==> src/rtl/arbitro_pkg.sv <==
// Shared definitions for the two-lane round-robin arbiter.
//   state_t            : arbiter FSM encoding (IDLE / RUN / HOLD)
//   DATA_WIDTH_DEFAULT : default width of a data word
//   LANE0 / LANE1      : lane identifiers, also used as priority values
package arbitro_pkg;

  typedef enum logic [1:0] {
    ST_IDLE = 2'b00,  // no lane has data
    ST_RUN  = 2'b01,  // words are being granted
    ST_HOLD = 2'b10   // data waiting but downstream asked for a pause
  } state_t;

  localparam int DATA_WIDTH_DEFAULT = 8;

  localparam logic LANE0 = 1'b0;
  localparam logic LANE1 = 1'b1;

endpackage : arbitro_pkg

==> src/rtl/arbitro_mux2x1_contador_sat.sv <==
// Saturating up-counter used for per-lane grant statistics.
//   clk   : rising-edge clock
//   reset : synchronous active-low reset (0 = clear count)
//   inc   : count one event this cycle
//   count : current count, holds at all-ones until reset
module contador_sat #(
  parameter int CNT_WIDTH = 8
) (
  input  logic                 clk,
  input  logic                 reset,
  input  logic                 inc,
  output logic [CNT_WIDTH-1:0] count
);

  // NOTE: reset is sampled on the clock edge only, so it sits inside the
  // edge-triggered block rather than in its sensitivity list.
  always_ff @(posedge clk) begin
    if (!reset) begin
      count <= '0;
    end else if (inc && (count != '1)) begin
      count <= count + 1'b1;
    end
  end

endmodule : contador_sat

==> src/rtl/arbitro_mux2x1.sv <==
// Work-conserving round-robin arbiter sharing one output lane between two
// first-word-fall-through FIFOs. An empty lane is skipped, so a single busy
// lane is served every cycle; with both busy the grants alternate.
//   clk, reset          : clock, synchronous active-low reset
//   fifo0/1_empty       : per-lane FIFO empty flags (request = !empty)
//   fifo0/1_data        : per-lane FIFO head words
//   pause               : downstream almost-full, blocks new grants at once
//   pop0/1              : combinational FIFO read strobes (one-hot or zero)
//   data_out, valid_out : registered granted word and its qualifier
//   lane_out            : registered source lane of data_out
//   idle                : registered, high while the FSM is in IDLE
//   grants0/1           : saturating per-lane grant counters
module arbitro_mux2x1
  import arbitro_pkg::*;
#(
  parameter int DATA_WIDTH = DATA_WIDTH_DEFAULT,
  parameter int CNT_WIDTH  = 8
) (
  input  logic                  clk,
  input  logic                  reset,
  input  logic                  fifo0_empty,
  input  logic                  fifo1_empty,
  input  logic [DATA_WIDTH-1:0] fifo0_data,
  input  logic [DATA_WIDTH-1:0] fifo1_data,
  input  logic                  pause,
  output logic                  pop0,
  output logic                  pop1,
  output logic [DATA_WIDTH-1:0] data_out,
  output logic                  valid_out,
  output logic                  lane_out,
  output logic                  idle,
  output logic [CNT_WIDTH-1:0]  grants0,
  output logic [CNT_WIDTH-1:0]  grants1
);

  state_t state;
  state_t state_nxt;
  logic   prio;       // lane favoured when both lanes request
  logic   req0;
  logic   req1;
  logic   req_any;
  logic   grant;
  logic   lane_sel;

  assign req0    = !fifo0_empty;
  assign req1    = !fifo1_empty;
  assign req_any = req0 || req1;

  // Grants are decided from the current empty flags, so a lane that drains
  // in the same cycle it is granted is still popped exactly once.
  assign grant    = reset && !pause && req_any;
  assign lane_sel = (req0 && req1) ? prio : (req0 ? LANE0 : LANE1);

  assign pop0 = grant && (lane_sel == LANE0);
  assign pop1 = grant && (lane_sel == LANE1);

  // Next state depends only on current requests and pause; any grant moves
  // the arbiter into RUN from either IDLE or HOLD.
  always_comb begin
    // NOTE: default first so every path assigns state_nxt and no latch forms.
    state_nxt = state;
    unique case (state)
      ST_IDLE: begin
        if (grant)                  state_nxt = ST_RUN;
        else if (req_any && pause)  state_nxt = ST_HOLD;
      end
      ST_RUN: begin
        if (!req_any)               state_nxt = ST_IDLE;
        else if (pause)             state_nxt = ST_HOLD;
      end
      ST_HOLD: begin
        if (!req_any)               state_nxt = ST_IDLE;
        else if (grant)             state_nxt = ST_RUN;
      end
      default:                      state_nxt = ST_IDLE;
    endcase
  end

  // NOTE: state elements use non-blocking assignments so every register
  // samples the pre-edge values of the others.
  always_ff @(posedge clk) begin
    if (!reset) begin
      state <= ST_IDLE;
    end else begin
      state <= state_nxt;
    end
  end

  assign idle = (state == ST_IDLE);

  // Output register. Idle slots present zero data, while lane_out keeps the
  // last served lane so a debug probe still shows who went last.
  always_ff @(posedge clk) begin
    if (!reset) begin
      data_out  <= '0;
      valid_out <= 1'b0;
      lane_out  <= LANE0;
      prio      <= LANE0;
    end else if (grant) begin
      data_out  <= (lane_sel == LANE1) ? fifo1_data : fifo0_data;
      valid_out <= 1'b1;
      lane_out  <= lane_sel;
      prio      <= !lane_sel;
    end else begin
      data_out  <= '0;
      valid_out <= 1'b0;
    end
  end

  contador_sat #(.CNT_WIDTH(CNT_WIDTH)) u_cnt0 (
    .clk   (clk),
    .reset (reset),
    .inc   (pop0),
    .count (grants0)
  );

  contador_sat #(.CNT_WIDTH(CNT_WIDTH)) u_cnt1 (
    .clk   (clk),
    .reset (reset),
    .inc   (pop1),
    .count (grants1)
  );

endmodule : arbitro_mux2x1

==> config.mk <==
export PLATFORM = sky130hd
export DESIGN_NAME = arbitro_mux2x1
export DESIGN_NICKNAME = d
export VERILOG_FILES = /design/src/rtl/arbitro_pkg.sv /design/src/rtl/arbitro_mux2x1_contador_sat.sv /design/src/rtl/arbitro_mux2x1.sv
export SDC_FILE = /design/constraint.sdc
export NUM_CORES = 1
export LEC_CHECK = 0
export ABC_AREA = 1
export ABC_CLOCK_PERIOD_IN_PS = 3000
export CAP_MARGIN = 25
export CORE_MARGIN = 3
export CORE_UTILIZATION = 48
export DETAILED_ROUTE_END_ITERATION = 16
export PLACE_DENSITY = 0.94
export SLEW_MARGIN = 20
export SYNTH_ARGS = -nofsm -noshare
export SYNTH_HDL_FRONTEND = slang
export SYNTH_HIERARCHICAL = 1
export SYNTH_SLANG_ARGS = --single-unit
==> constraint.sdc <==
create_clock -name clk -period 3 [get_ports clk]
set_clock_uncertainty 0.15 [all_clocks]
set_input_delay 0.6 -clock clk [delete_from_list [all_inputs] [get_ports clk]]
set_output_delay 0.6 -clock clk [all_outputs]
set_load 0.05 [all_outputs]
Word level (Yosys, flattened, before mapping)
Index checks and enable logic that the tools add are counted.
W data, S select, Z words.
{ "classes": {"bitwise": 1, "eq_ne": 7, "n_addsub": 2, "muxes": 11, "reduce_logical": 16} }
{ "ops": {"columns": ["cell", "n"], "rows": [
  ["$add A8 B1 Y8 const B", 2],
  ["$ne A8 B8 Y1 const B", 2],
  ["$mux W2", 6],
  ["$logic_and A1 B1 Y1", 8],
  ["$mux W8", 1],
  ["$ne A3 B3 Y1 const B", 2],
  ["$pmux W2 S3", 1],
  ["$logic_not A1 Y1", 4],
  ["$mux W1", 3],
  ["$ne A3 B1 Y1 const B", 1],
  ["$reduce_and A3 Y1", 1],
  ["$eq A2 B1 Y1 const B", 1],
  ["$eq A2 B2 Y1 const B", 1],
  ["$logic_not A2 Y1", 1],
  ["$reduce_and A2 Y1", 1],
  ["$logic_or A1 B1 Y1", 1],
  ["$not A1 Y1", 1]
]} }
{ "totals": {"output_inout_bits": 29, "reg_bits": 29, "word_cells": 44} }

Longest topological paths before layout
{ "depth": {"ltp_word": 6, "mapped_depth": 10, "depth_no_buf": 10} }

Modules after synthesis
The synthesis kept the hierarchy.
{ "by_module_without_submodules": {"columns": ["mod", "instances", "cells_each", "seq_area_each_um2", "area_each_um2"], "rows": [
  ["contador_sat", 2, 76, 160.2, 496.7],
  ["arbitro_mux2x1", 1, 60, 260.2, 491.7]
]} }

Least setup slack after synthesis
Ideal clock, no wire load.
{ "synth_timing": {"path_kind": "input to register", "startpoint": "input fifo1_empty", "endpoint": "register u_cnt0.count[3]", "path_buffers": 1, "slack_ns": 0.898, "arrival_time_ns": 1.834, "cell_stages": 10, "setup_ns": 0.117, "cell_sequence": "inv_1 a21oi_4 nand2_1 inv_2 buf_2 inv_1 nor2_1 nand3_1 nand2_1 nor2_1"} }
{ "synth_between": {"elab_chain_cells": 6} }
{ "synth_rtl": {"columns": ["element", "line_no", "source"], "rows": [
  ["from (decl)", "arbitro_mux2x1.sv:22", "input logic fifo1_empty,"],
  ["$logic_not A1 Y1 (*)", "arbitro_mux2x1.sv:46", "assign req1 = !fifo1_empty;"],
  ["$logic_and A1 B1 Y1", "arbitro_mux2x1.sv:52", "assign lane_sel = (req0 && req1) ? prio : (req0 ? LANE0 : LANE1);"],
  ["$mux W1", "arbitro_mux2x1.sv:52", null],
  ["$not A1 Y1", "arbitro_mux2x1.sv:54", "assign pop0 = grant && (lane_sel == LANE0);"],
  ["$logic_and A1 B1 Y1 (*)", "arbitro_mux2x1.sv:54", null],
  ["net pop0", "arbitro_mux2x1.sv:26", "output logic pop0,"],
  ["$logic_and A1 B1 Y1 (*)", "arbitro_mux2x1_contador_sat.sv:20", "end else if (inc && (count != '1)) begin"],
  ["to (signal assigned)", "arbitro_mux2x1_contador_sat.sv:21", "count <= count + 1'b1;"],
  ["to (decl)", "arbitro_mux2x1_contador_sat.sv:12", "output logic [CNT_WIDTH-1:0] count"]
]} }
The timed path passes the listed nets; every way through them passes the cells marked *.
A chain may end at the register's enable or synchronous reset.

Worst setup path after layout
{ "layout_timing": {"startpoint": "input fifo1_empty", "endpoint": "output pop0"} }
{ "layout_between": {"elab_chain_cells": 5} }
{ "layout_rtl": {"columns": ["element", "line_no"], "rows": [
  ["$logic_not A1 Y1 (*)", "arbitro_mux2x1.sv:46"],
  ["$logic_and A1 B1 Y1", "arbitro_mux2x1.sv:52"],
  ["$mux W1", "arbitro_mux2x1.sv:52"],
  ["$not A1 Y1", "arbitro_mux2x1.sv:54"],
  ["$logic_and A1 B1 Y1 (*)", "arbitro_mux2x1.sv:54"],
  ["to (decl)", "arbitro_mux2x1.sv:26"]
]} }
Every way passes the cells marked *; elsewhere a longest branch is shown, timed or not.

==> results.md <==
- Tot Pwr: 0.764 mW
- Sequential area share after synthesis: 39.1%
- Crit end category: output pin
- Hpwl dp: 2.43 mm
- Max Freq: 408 MHz
- Die ar.: 3800 sq um
- Via/cell ratio: 4.84
- Worst-margin pin slew: 0.521 ns
- Flop-to-flop setup slack: 1.33 ns
- GRT Overall Usage: 18.1%
- Status: complete, no violations
- FP Rows: 19
- GPL Wtd Cong: 0.829
- Reg2reg end: u_cnt0/count[3]$_SDFFE_PN0P_
- Final hold violations: 0
- Worst R2R Start: prio$_SDFFE_PN0P_
- Filler instances: 247
- N_diodes: 0
- H-Tree Level Count: 2
- Max cap viols: 0
- Startpoint types: primary input
- RSZ-0062 raised after global routing: no
- Port bufs: 49
- Post-Syn Nets: 235
- Post_cts resized: 0
- PwrDens: 375 nW/um^2
- Antenna viol nets, final: 0
- Setup tns final: 0 ns
- Commonest non-fill, non-tap cell in the layout: nand2_1
- #FFs+latches synth: 29
- Post-CTS Repair Setup Buffers: 0
- Chip width: 61.6 microns
- Layout Nets: 288
- Routed len/inst: 10.7 microns
- Mean Syn Cell Area: 7.01 sq um
- Residual DRC: 0
- Mapped Cells: 212
- Reg2Reg Depth: 9
- Die Y: 61.6 microns
- Hold crit path type: flip-flop to flip-flop
- Ys Warns: 6
- Post-layout min period: 2.45 ns
- Fin. max-slew vios: 0
- WL final: 3.18 mm
- Initial core utilization: 52.1%
- CTS Root Cell: clkbuf_4
- Required time of the critical path: 2.25 ns
- Synth Cell Area: 1490 sq um
- Most frequent cells in the layout: nand2_1 (66), clkdlybuf4s50_1 (47), nor2_1 (29), dfxtp_1 (29), inv_1 (25)
- CP startpoint: fifo1_empty
- First-pass GRT wire length: 5.09 mm
- Gr ovfl total: 0
- Initial antenna violation count: 0
- Placeable Area: 2850 sq um
- Clk sink count: 29
- Vias in the first global route: 1251
- First-pass detailed-route iteration total: 4
- Final critical-path share of the clock period: 81.7%
- Layout cell share with drive strength beyond 1: 12.0%
- Hold bufs inserted after CTS: 0
- IO Pins: 50
- Clock slew at reported path FFs: 0.09 ns
- Vias: 1437
- P&R area growth vs syn: 37.1%
- 1st-iter DRT viols: 53
- CP max FO: 2
- Num CTS Buffers: 5
- Cell variety after synth: 21
- Clk_lat worst skew: 0.32 ns
- # setup viols final: 0
- CTS tree: yes
- Worst slew margin: 65.1%
- Crit path kind: primary input to output pin
- Max Root-Sink Buffers: 2
- Peak VDD IR: 0.291 mV
- Arrival @ worst endpoint: 1.70 ns
- Largest net degree at the start of global routing: 22
- Pleak: 0.923 nW
- CP endpoint: pop0
## critical path, cell delays in order
cell	delay, ns
clkdlybuf4s50_1	0.48
inv_1	0.07
a21oi_4	0.20
nand2_1	0.11
inv_2	0.10
buf_12	0.14
## metrics by stage
step                      setup slack, ns  hold slack (ns)  utilization, %  instances  cell area [sq um]
after floorplan                     0.898            0.331               -        212               1490
after global placement              0.565            0.314            69.6        289               1980
after detailed placement            0.538            0.323            69.6        289               1980
after CTS                           0.544            0.337            71.4        297               2040
after global routing                0.470            0.360            71.4        297               2040
final                               0.550            0.331            71.4        297               2040
## per-layer routing
| layer | vias up | part of all wire (%) | GRT usage (%) |
|---|---|---|---|
| li1 | 758 | - | - |
| met1 | 631 | 45 | 20.8 |
| met2 | 43 | 47 | 31.8 |
| met3 | 5 | 7.4 | 3.98 |
| met4 | 0 | 1.3 | 8.18 |
| met5 | - | 0 | 0 |
## Yosys cell counts (all sizes together)
cell / n / area [sq um]
inv: 30 / 113
nor2: 35 / 160
a21o: 2 / 15.0
ha: 2 / 25.0
o2111ai: 2 / 17.5
a21oi: 12 / 75.1
dfxtp: 29 / 581
nand3b: 4 / 30.0
buf: 6 / 72.6
nand2: 69 / 272
nand3: 21 / 125
## power breakdown
part	switching [mW]	internal (mW)	total, mW
Sequential	0.00798	0.397	0.405
Clock	0.131	0.0891	0.220
Combinational	0.0792	0.0597	0.139
Total	0.218	0.546	0.764
## registers in the layout, summed over array words and instances (netlist names)
| name | cells |
|---|---|
| valid_out | 1 |
| state | 2 |
| u_cnt0/count | 8 |
| prio | 1 |
| lane_out | 1 |
| data_out | 8 |
| u_cnt1/count | 8 |
## cells by family after synthesis
group,Yosys count,share of synthesized area (%)
AO/OA/AOI/OAI,16,7.25
adder cells (fa/ha/maj),2,1.68
flip-flops,29,39.1
AND/OR/NAND/NOR,129,39.5
buffers and inverters,36,12.5
## layout make-up
cell class / instances / area, sq um / area share (%)
clock buffers: 6 / 41.3 / 2.03
flip-flops and latches: 29 / 581 / 28.5
multi-input cells: 147 / 719 / 35.3
inverters: 30 / 113 / 5.53
well taps: 31 / 38.8 / 1.91
clock inverters: 2 / 10.0 / 0.492
repair buffers: 52 / 533 / 26.2
## worst min path at each step
stage,startpoint,to,slack [ns],cells after the start
3_5_place_dp,u_cnt0/count[6]$_SDFFE_PN0P_,u_cnt0/count[6]$_SDFFE_PN0P_,0.32,2
2_1_floorplan,prio$_SDFFE_PN0P_,prio$_SDFFE_PN0P_,0.33,2
3_3_place_gp,lane_out$_SDFFE_PN0P_,lane_out$_SDFFE_PN0P_,0.31,2
5_1_grt,lane_out$_SDFFE_PN0P_,lane_out$_SDFFE_PN0P_,0.36,2
4_1_cts,u_cnt0/count[6]$_SDFFE_PN0P_,u_cnt0/count[6]$_SDFFE_PN0P_,0.34,2
6_report,u_cnt0/count[6]$_SDFFE_PN0P_,u_cnt0/count[6]$_SDFFE_PN0P_,0.33,2
Note: power is estimated with default switching activity, not from simulation.
